**config.mk**
```make
export PLATFORM = sky130hd
export DESIGN_NAME = data_mem_ctrl
export DESIGN_NICKNAME = d
export VERILOG_FILES = /design/src/rtl/dmem_pkg.sv /design/src/rtl/dmem_timeout_cnt.sv /design/src/rtl/data_mem_ctrl.sv
export SDC_FILE = /design/constraint.sdc
export NUM_CORES = 1
export LEC_CHECK = 0
export CORE_AREA = 2 2 108 110
export DETAILED_ROUTE_END_ITERATION = 6
export DIE_AREA = 0 0 110 112
export PLACE_DENSITY = 0.8
export SLEW_MARGIN = 40
export SYNTH_ARGS = -nofsm -noshare
export SYNTH_HDL_FRONTEND = slang
export SYNTH_SLANG_ARGS = --single-unit
```
**constraint.sdc**
```tcl
create_clock -name clk -period 2.4 [get_ports clk]
set_clock_uncertainty 0.15 [all_clocks]
set_input_delay 0.48 -clock clk [delete_from_list [all_inputs] [get_ports clk]]
set_output_delay 0.48 -clock clk [all_outputs]
set_load 0.05 [all_outputs]
```
**src/rtl/dmem_pkg.sv**
```systemverilog
// Shared definitions for the data-memory load/store controller:
// state encoding, default bus timeout and the word-alignment mask.
package dmem_pkg;

  typedef enum logic [1:0] {
    IDLE = 2'd0,
    REQ  = 2'd1,
    DONE = 2'd2
  } dmem_state_t;

  localparam int          TIMEOUT_DEFAULT = 255;
  localparam logic [1:0]  ALIGN_MASK      = 2'b11;

  function automatic logic is_aligned(input logic [1:0] i_lsb);
    return ((i_lsb & ALIGN_MASK) == 2'b00);
  endfunction

endpackage

```
**src/rtl/dmem_timeout_cnt.sv**
```systemverilog
// 8-bit bus-wait counter with clear/enable; o_tc flags the last cycle
// the controller is allowed to wait for an acknowledge.
module dmem_timeout_cnt #(
  parameter int TIMEOUT = 255
) (
  input  logic clk,
  input  logic rst,
  input  logic i_clr,
  input  logic i_en,
  output logic o_tc
);

  localparam logic [7:0] TC_VAL = 8'(TIMEOUT - 1);

  logic [7:0] r_count;

  // wait counter; clear wins over enable
  always_ff @(posedge clk or negedge rst) begin
    if (!rst) begin
      r_count <= 8'd0;
    end else if (i_clr) begin
      r_count <= 8'd0;
    end else if (i_en) begin
      r_count <= r_count + 8'd1;
    end else begin
      r_count <= r_count;
    end
  end

  assign o_tc = (r_count == TC_VAL);

endmodule

```
**src/rtl/data_mem_ctrl.sv**
```systemverilog
// Load/store controller between the single-cycle datapath and a req/ack
// data-memory bus; stalls the datapath while a bus access is in flight.
module data_mem_ctrl
  import dmem_pkg::*;
#(
  parameter int ADDR_W  = 32,
  parameter int DATA_W  = 32,
  parameter int TIMEOUT = TIMEOUT_DEFAULT
) (
  input  logic              clk,
  input  logic              rst,
  input  logic              memread,
  input  logic              memwrite,
  input  logic [ADDR_W-1:0] addr,
  input  logic [DATA_W-1:0] wdata,
  output logic [DATA_W-1:0] mem_rdata,
  output logic              stall,
  output logic              addr_err,
  output logic              bus_err,
  output logic              bus_req,
  output logic              bus_we,
  output logic [ADDR_W-1:0] bus_addr,
  output logic [DATA_W-1:0] bus_wdata,
  input  logic              bus_ack,
  input  logic [DATA_W-1:0] bus_rdata
);

  dmem_state_t       r_state;
  dmem_state_t       w_state_nxt;
  logic              r_bus_req;
  logic              r_bus_we;
  logic [ADDR_W-1:0] r_bus_addr;
  logic [DATA_W-1:0] r_bus_wdata;
  logic [DATA_W-1:0] r_mem_rdata;
  logic              r_addr_err;
  logic              r_bus_err;

  logic              w_bus_req_nxt;
  logic              w_bus_we_nxt;
  logic [ADDR_W-1:0] w_bus_addr_nxt;
  logic [DATA_W-1:0] w_bus_wdata_nxt;
  logic [DATA_W-1:0] w_mem_rdata_nxt;
  logic              w_addr_err_nxt;
  logic              w_bus_err_nxt;
  logic              w_cnt_clr;
  logic              w_cnt_en;
  logic              w_cnt_tc;
  logic              w_access;
  logic              w_aligned;

  assign w_access  = memread | memwrite;
  assign w_aligned = is_aligned(addr[1:0]);

  dmem_timeout_cnt #(
    .TIMEOUT (TIMEOUT)
  ) u_timeout_cnt (
    .clk   (clk),
    .rst   (rst),
    .i_clr (w_cnt_clr),
    .i_en  (w_cnt_en),
    .o_tc  (w_cnt_tc)
  );

  // next-state and next-output decode
  always_comb begin
    w_state_nxt     = r_state;
    w_bus_req_nxt   = r_bus_req;
    w_bus_we_nxt    = r_bus_we;
    w_bus_addr_nxt  = r_bus_addr;
    w_bus_wdata_nxt = r_bus_wdata;
    w_mem_rdata_nxt = r_mem_rdata;
    w_addr_err_nxt  = 1'b0;
    w_bus_err_nxt   = 1'b0;
    w_cnt_clr       = 1'b0;
    w_cnt_en        = 1'b0;
    case (r_state)
      IDLE: begin
        if (w_access && w_aligned) begin
          w_bus_addr_nxt  = addr;
          w_bus_wdata_nxt = wdata;
          w_bus_we_nxt    = memwrite;
          w_bus_req_nxt   = 1'b1;
          w_cnt_clr       = 1'b1;
          w_state_nxt     = REQ;
        end else if (w_access) begin
          w_addr_err_nxt  = 1'b1;
          w_mem_rdata_nxt = '0;
        end else begin
          w_state_nxt     = IDLE;
        end
      end
      REQ: begin
        // an acknowledge on the final allowed cycle still completes normally
        if (bus_ack) begin
          w_bus_req_nxt = 1'b0;
          if (!r_bus_we) begin
            w_mem_rdata_nxt = bus_rdata;
          end else begin
            w_mem_rdata_nxt = r_mem_rdata;
          end
          w_state_nxt = DONE;
        end else if (w_cnt_tc) begin
          w_bus_req_nxt   = 1'b0;
          w_mem_rdata_nxt = '0;
          w_bus_err_nxt   = 1'b1;
          w_state_nxt     = DONE;
        end else begin
          w_cnt_en = 1'b1;
        end
      end
      DONE: begin
        w_state_nxt = IDLE;
      end
      default: begin
        w_state_nxt   = IDLE;
        w_bus_req_nxt = 1'b0;
      end
    endcase
  end

  // state and registered outputs
  always_ff @(posedge clk or negedge rst) begin
    if (!rst) begin
      r_state     <= IDLE;
      r_bus_req   <= 1'b0;
      r_bus_we    <= 1'b0;
      r_bus_addr  <= '0;
      r_bus_wdata <= '0;
      r_mem_rdata <= '0;
      r_addr_err  <= 1'b0;
      r_bus_err   <= 1'b0;
    end else begin
      r_state     <= w_state_nxt;
      r_bus_req   <= w_bus_req_nxt;
      r_bus_we    <= w_bus_we_nxt;
      r_bus_addr  <= w_bus_addr_nxt;
      r_bus_wdata <= w_bus_wdata_nxt;
      r_mem_rdata <= w_mem_rdata_nxt;
      r_addr_err  <= w_addr_err_nxt;
      r_bus_err   <= w_bus_err_nxt;
    end
  end

  assign stall     = ((r_state == IDLE) && w_access && w_aligned) || (r_state == REQ);
  assign mem_rdata = r_mem_rdata;
  assign addr_err  = r_addr_err;
  assign bus_err   = r_bus_err;
  assign bus_req   = r_bus_req;
  assign bus_we    = r_bus_we;
  assign bus_addr  = r_bus_addr;
  assign bus_wdata = r_bus_wdata;

endmodule

```
# Word level (Yosys, flattened, before mapping)
# Cells that the tools add are included.
[totals] output_inout_bits=101 elab_cells=61 input_bits=101 ff_bits=110
[classes] bitwise=2 add_sub_neg=1 reduce_logical=12 eq_ne=9 muxes=28
[op_table] op="32-bit 2-to-1 mux" n=5
[op_table] op="32-bit case mux with 2 select lines" n=1
[op_table] op="8-bit 2-to-1 mux" n=2
[op_table] op="1-bit 2-to-1 mux" n=14
[op_table] op="8-bit by 1-bit adder with 8-bit output (second input constant)" n=1
[op_table] op="8-bit equality test (second input constant)" n=1
[op_table] op="2-bit 2-to-1 mux" n=4
[op_table] op="2-bit inequality test (second input constant)" n=3
[op_table] op="3-bit inequality test (second input constant)" n=2
[op_table] op="5-bit AND reduction" n=1
[op_table] op="2-bit zero test" n=2
[op_table] op="2-bit case mux with 2 select lines" n=1
[op_table] op="2-bit AND reduction" n=2
[op_table] op="2-bit nonzero test" n=2
[op_table] op="1-bit logical AND" n=3
[op_table] op="3-bit by 2-bit inequality test with 1-bit output (second input constant)" n=1
[op_table] op="1-bit case mux with 3 select lines" n=1
[op_table] op="3-bit AND reduction" n=1
[op_table] op="2-bit by 1-bit equality test with 1-bit output (second input constant)" n=1
[op_table] op="2-bit equality test (second input constant)" n=1
[op_table] op="1-bit logical OR" n=1
[op_table] op="1-bit NOT" n=1
[op_table] op="1-bit bitwise OR" n=1

# Depth between registers and ports, before layout
# Gate-level depths: netlist of run 1.
[depth] ltp_word=6 ltp_mapped=8 depth_no_buf=6

# Cells and area by module
# From an unflattened synthesis of run 1, not the netlist that was laid out.
[hier_totals] cells_unflattened=380 hier_area_um2=5088.6
[modules_own_cells] mod="data_mem_ctrl" cells_per_inst=339 seq_area_each_um2=2552.4 instances=1 area_each_um2=4678.2
[modules_own_cells] mod="dmem_timeout_cnt" cells_per_inst=41 seq_area_each_um2=200.2 instances=1 area_each_um2=410.4

# Least setup slack after synthesis of run 1
# OpenSTA, ideal clock, no wires.
[synth_path] path_type="reg-to-output" from="reg r_state[0]" to="out stall" n_path_buf=0 path_stages_with_launch=3 t_arrival_ns=1.568 setup_slack_ns=0.202 required_time_ns=1.770 cell_sequence="dfrtp_1 > inv_2 > o21ai_0"
[synth_via] elab_chain_len=4 word_cells_on_any_way=5 cone_classes="eq/ne: 1; reduce/logical: 4"
[synth_lines] item="from (decl)" line="data_mem_ctrl.sv:28" text="dmem_state_t r_state;"
[synth_lines] item="from (signal assigned)" line="data_mem_ctrl.sv:133" text="r_state <= w_state_nxt;"
[synth_lines] item="2-bit zero test" line="data_mem_ctrl.sv:144" text="assign stall = ((r_state == IDLE) && w_access && w_aligned) || (r_state == REQ);"
[synth_lines] item="1-bit logical AND (2 in a row)" line="data_mem_ctrl.sv:144"
[synth_lines] item="1-bit logical OR *" line="data_mem_ctrl.sv:144"
[synth_lines] item="to (decl)" line="data_mem_ctrl.sv:17" text="output logic stall,"
# Every way passes the cells marked *; elsewhere a longest branch is shown, timed or not.

# Worst setup path after layout of run 1
[layout_path] from="in addr[1]" to="out stall"
[layout_via] elab_chain_len=3
[layout_lines] item="from (decl)" line="data_mem_ctrl.sv:14" text="input logic [ADDR_W-1:0] addr,"
[layout_lines] item="2-bit zero test" line="dmem_pkg.sv:15" text="return ((i_lsb & ALIGN_MASK) == 2'b00);"
[layout_lines] item="1-bit logical AND" line="data_mem_ctrl.sv:144"
[layout_lines] item="1-bit logical OR" line="data_mem_ctrl.sv:144"
# No other way between the ends.

==> results.sh, run 1 <==
export IMPL_status="finished, final reports clean"
export IMPL_io_pin_count=202
export IMPL_cellLeakagePower_nw=3.31
export IMPL_cts_made_buffers=9
export IMPL_proportion_of_synthesized_chip_area_in_sequential_cells_pct=58.2
export IMPL_grt_pass1_wl_um=17600
export IMPL_ys_top_cells_by_area="dfrtp_1, mux2_4, mux2i_1"
export IMPL_maxUsedRoutingLayer="met4"
export IMPL_path_class="in -> out"
export IMPL_drt_total_wl_um=11300
export IMPL_maxSlewHeadroom_pct=61.1
export IMPL_crit_arrival_ns=1.73
export IMPL_multiInputGateArea_sq_mm=0.00174
export IMPL_reg2reg_depth=7
export IMPL_vdd_drop_max_uv=722
export IMPL_route_met2_wl_um=5480
export IMPL_postLayoutCoreUtil_pct=65.1
export IMPL_die_area_sq_mm=0.0123
export IMPL_postSynthAreaPerCell_sq_um=14.0
export IMPL_async_set_reset_flop_share_out_of_synthesis_pct=100
export IMPL_reg2reg_slack_ns=0.30
export IMPL_finish_instance_area_sq_mm=0.00727
export IMPL_num_antenna_cells=0
export IMPL_std_cell_rows=39
export IMPL_routedWlPerCell_um=16.3
export IMPL_start_util_pct=42.3
export IMPL_worst_path_dominant_cell_family="buffers and inverters"
export IMPL_area_growth_syn_to_layout_pct=53.7
export IMPL_end_kind="output port"
export IMPL_dieWidth_um=110
export IMPL_grt_max_degree=111
export IMPL_total_power_mw=7.85
export IMPL_final_layout_size_suffix_gt1_share_pct=17.5
export IMPL_drt_first_pass_iters=4
export IMPL_flop_and_latch_count_out_of_synthesis=110
export IMPL_power_density_mw_per_mm2=1080
export IMPL_clock_fmax_ghz=0.424
export IMPL_slew_viol_final=0
export IMPL_seqCellArea_sq_mm=0.00275
export IMPL_cts_root_buf="clkbuf_16"
export IMPL_timing_max_cap_violations=0
export IMPL_path_max_fanout=2
export IMPL_vias=3282
export IMPL_crit_reg2reg_capture="mem_rdata[8]"
export IMPL_yosysUniqueCellTypes=37
export IMPL_dpl_hpwl_um=7990
export IMPL_routedLengthMet1_um=4380
export IMPL_min_period_ns=2.36
export IMPL_cp_data_required_time_ns=1.77
export IMPL_detailedRoute_firstIterationViolations=146
export IMPL_timing_setup_tns_ns=0
export IMPL_fin_nets=647
export IMPL_post_dp_cell_area_sq_mm=0.00691
export IMPL_post_synth_inst_count=339
export IMPL_layout_commonest_cell="clkdlybuf4s50_1"
export IMPL_hold_ws_ns=0.0602
export IMPL_area_share_of_the_largest_cell_type_after_synthesis_pct=58.2
export IMPL_first_global_vias=3498
export IMPL_synth_enable_flop_cells=0
export IMPL_tightest_slew_ns=0.583
export IMPL_total_setup_violations_reported_at_the_end_of_the_flow=0
export IMPL_yosys_most_used_dff="dfrtp_1"
export IMPL_synthDominantAreaCellType="dfrtp_1"
export IMPL_post_place_ws_ns=-0.119
export IMPL_drc_violation_count_after_routing=0
export IMPL_met3RoutedLength_um=1190
export IMPL_clk_pin_slew_worst_paths_ns=0.07
export IMPL_design_core_area_sq_mm=0.0112
export IMPL_post_layout_nonfiller_instances=692
export IMPL_die_y_um=112
export IMPL_cp_buffers_inverters=2
export IMPL_regToRegStartpoint="u_timeout_cnt.r_count[0]"
export IMPL_cts_htree_levels=3
export IMPL_worst_slack_ns=0.0442
export IMPL_dp_cells=675
export IMPL_worst_skew_pair_late_latency_ns=0.34
export IMPL_cts_sink_count=110
export IMPL_syn_num_nets=442
export IMPL_track_usage_pct=18.5
export IMPL_fillerInstances=860
export IMPL_worst_path_max_delay_cell="or4_4"
export IMPL_cts_tree="built"
export IMPL_worst_path_cell_trace="clkdlybuf4s50_1, or4_4, o21ai_4, buf_12"
export IMPL_slowest_delay_ns=0.56
export IMPL_rsz0062_at_grt="no"
export IMPL_synth_cell_area_sq_mm=0.00473
export IMPL_drtAntennaViolNets=0
export IMPL_yosys_warnings=0
export IMPL_final_period_utilization_pct=98.2
export IMPL_globalRoute_totalOverflow=0
export IMPL_min_delay_path_class="in -> async"
export IMPL_category_of_the_worst_setup_path_launch_point="input port"
export IMPL_hold_viol=0
export IMPL_cts_hold_fix_buffers=0
export IMPL_route_detailed_vias_per_inst=4.74
export IMPL_layout_common_cells="clkdlybuf4s50_1, dfrtp_1, mux2_4, nand2_1, inv_1"
export IMPL_globalplace_congestion=0.744
export IMPL_numPortBuffers=201
export IMPL_grt_antenna_before_repair=0
export IMPL_cts_root_to_sink_buffers=2
## per-layer routing
| layer | global-route usage, % | vias up |
|---|---|---|
| met5 | 0 | - |
| met4 | 6.84 | 0 |
| met3 | 7.26 | 16 |
| met2 | 30.5 | 128 |
| met1 | 21.7 | 1595 |
| li1 | - | 1543 |
## layout make-up
class                           count  share of cell area, %
Clock buffer                       12                   3.53
Clock inverter                      4                   1.07
Inverter                           35                   1.81
Multi-Input combinational cell    178                   23.9
Sequential cell                   110                   37.8
Tap cell                          143                   2.46
Timing Repair Buffer              210                   29.3
## kinds of logic (layout without fill, tap and decap cells)
group	Yosys count	after routing	share of synthesized area, %
DFF	110	110	58.2
muxes	96	96	26.8
and+or+nand+nor	65	65	6.51
buffers and inverters	51	261	5.66
AOI/OAI and AO/OA	14	14	2.12
adders and majority gates	2	2	0.529
xor gates and xnor gates	1	1	0.185
## power by group
part / switching (mW) / internal [mW]
Combinational: 2.14 / 1.50
Sequential: 0.290 / 2.30
Clock: 0.651 / 0.978
Total: 3.08 / 4.78
## synthesized netlist by cell type, types with 2 or more instances
cell,n
dfrtp_1,110
mux2_4,61
nand2_1,36
inv_1,34
mux2i_1,33
buf_6,9
nand3_1,7
nor2_1,7
clkbuf_1,4
and2_1,2
buf_4,2
ha_1,2
mux2_1,2
nand4_1,2
nor3b_1,2
o211ai_1,2
o21ai_0,2
o21ai_1,2
o31ai_1,2
## state kept, by name (all words and copies together), names as in the netlist
signal	count
bus_addr	32
bus_req	1
addr_err	1
u_timeout_cnt.r_count	8
bus_we	1
bus_wdata	32
r_state	2
mem_rdata	32
bus_err	1
## how the worst max path moves through the flow
| stage | from | endpoint | slack, ns | depth (start not counted) |
|---|---|---|---|---|
| after floorplan | r_state[0] | stall | 0.20 | 2 |
| after global placement | memwrite | stall | -0.12 | 5 |
| after detailed placement | memwrite | stall | -0.12 | 5 |
| after CTS | addr[1] | stall | 0.05 | 4 |
| after global routing | r_state[1] | stall | 0.003 | 3 |
| final | addr[1] | stall | 0.04 | 4 |
## worst reg2reg max path, cell delays in order, from the launching register on
cell and delay, ns:
dfrtp_1 0.45, inv_1 0.09, ha_1 0.17, nand3_1 0.12, o21ai_2 0.30, o211a_1 0.25
buf_12 0.24, mux2i_1 0.26
## repair_timing
| item | CTS | global route |
|---|---|---|
| gates resized for setup | 8 | 0 |
| buffers inserted | 1 | 0 |
| endpoints found under the hold margin | 0 | 0 |
| setup endpoints to repair | 1 | 0 |
Power figures use the tool's default switching activity.
==> run 2, diff against run 1 <==
- CAP_MARGIN: unset -> 20
==> results of run 2 <==
Same layout as run 1: the final DEF is identical, and so are final timing and power.
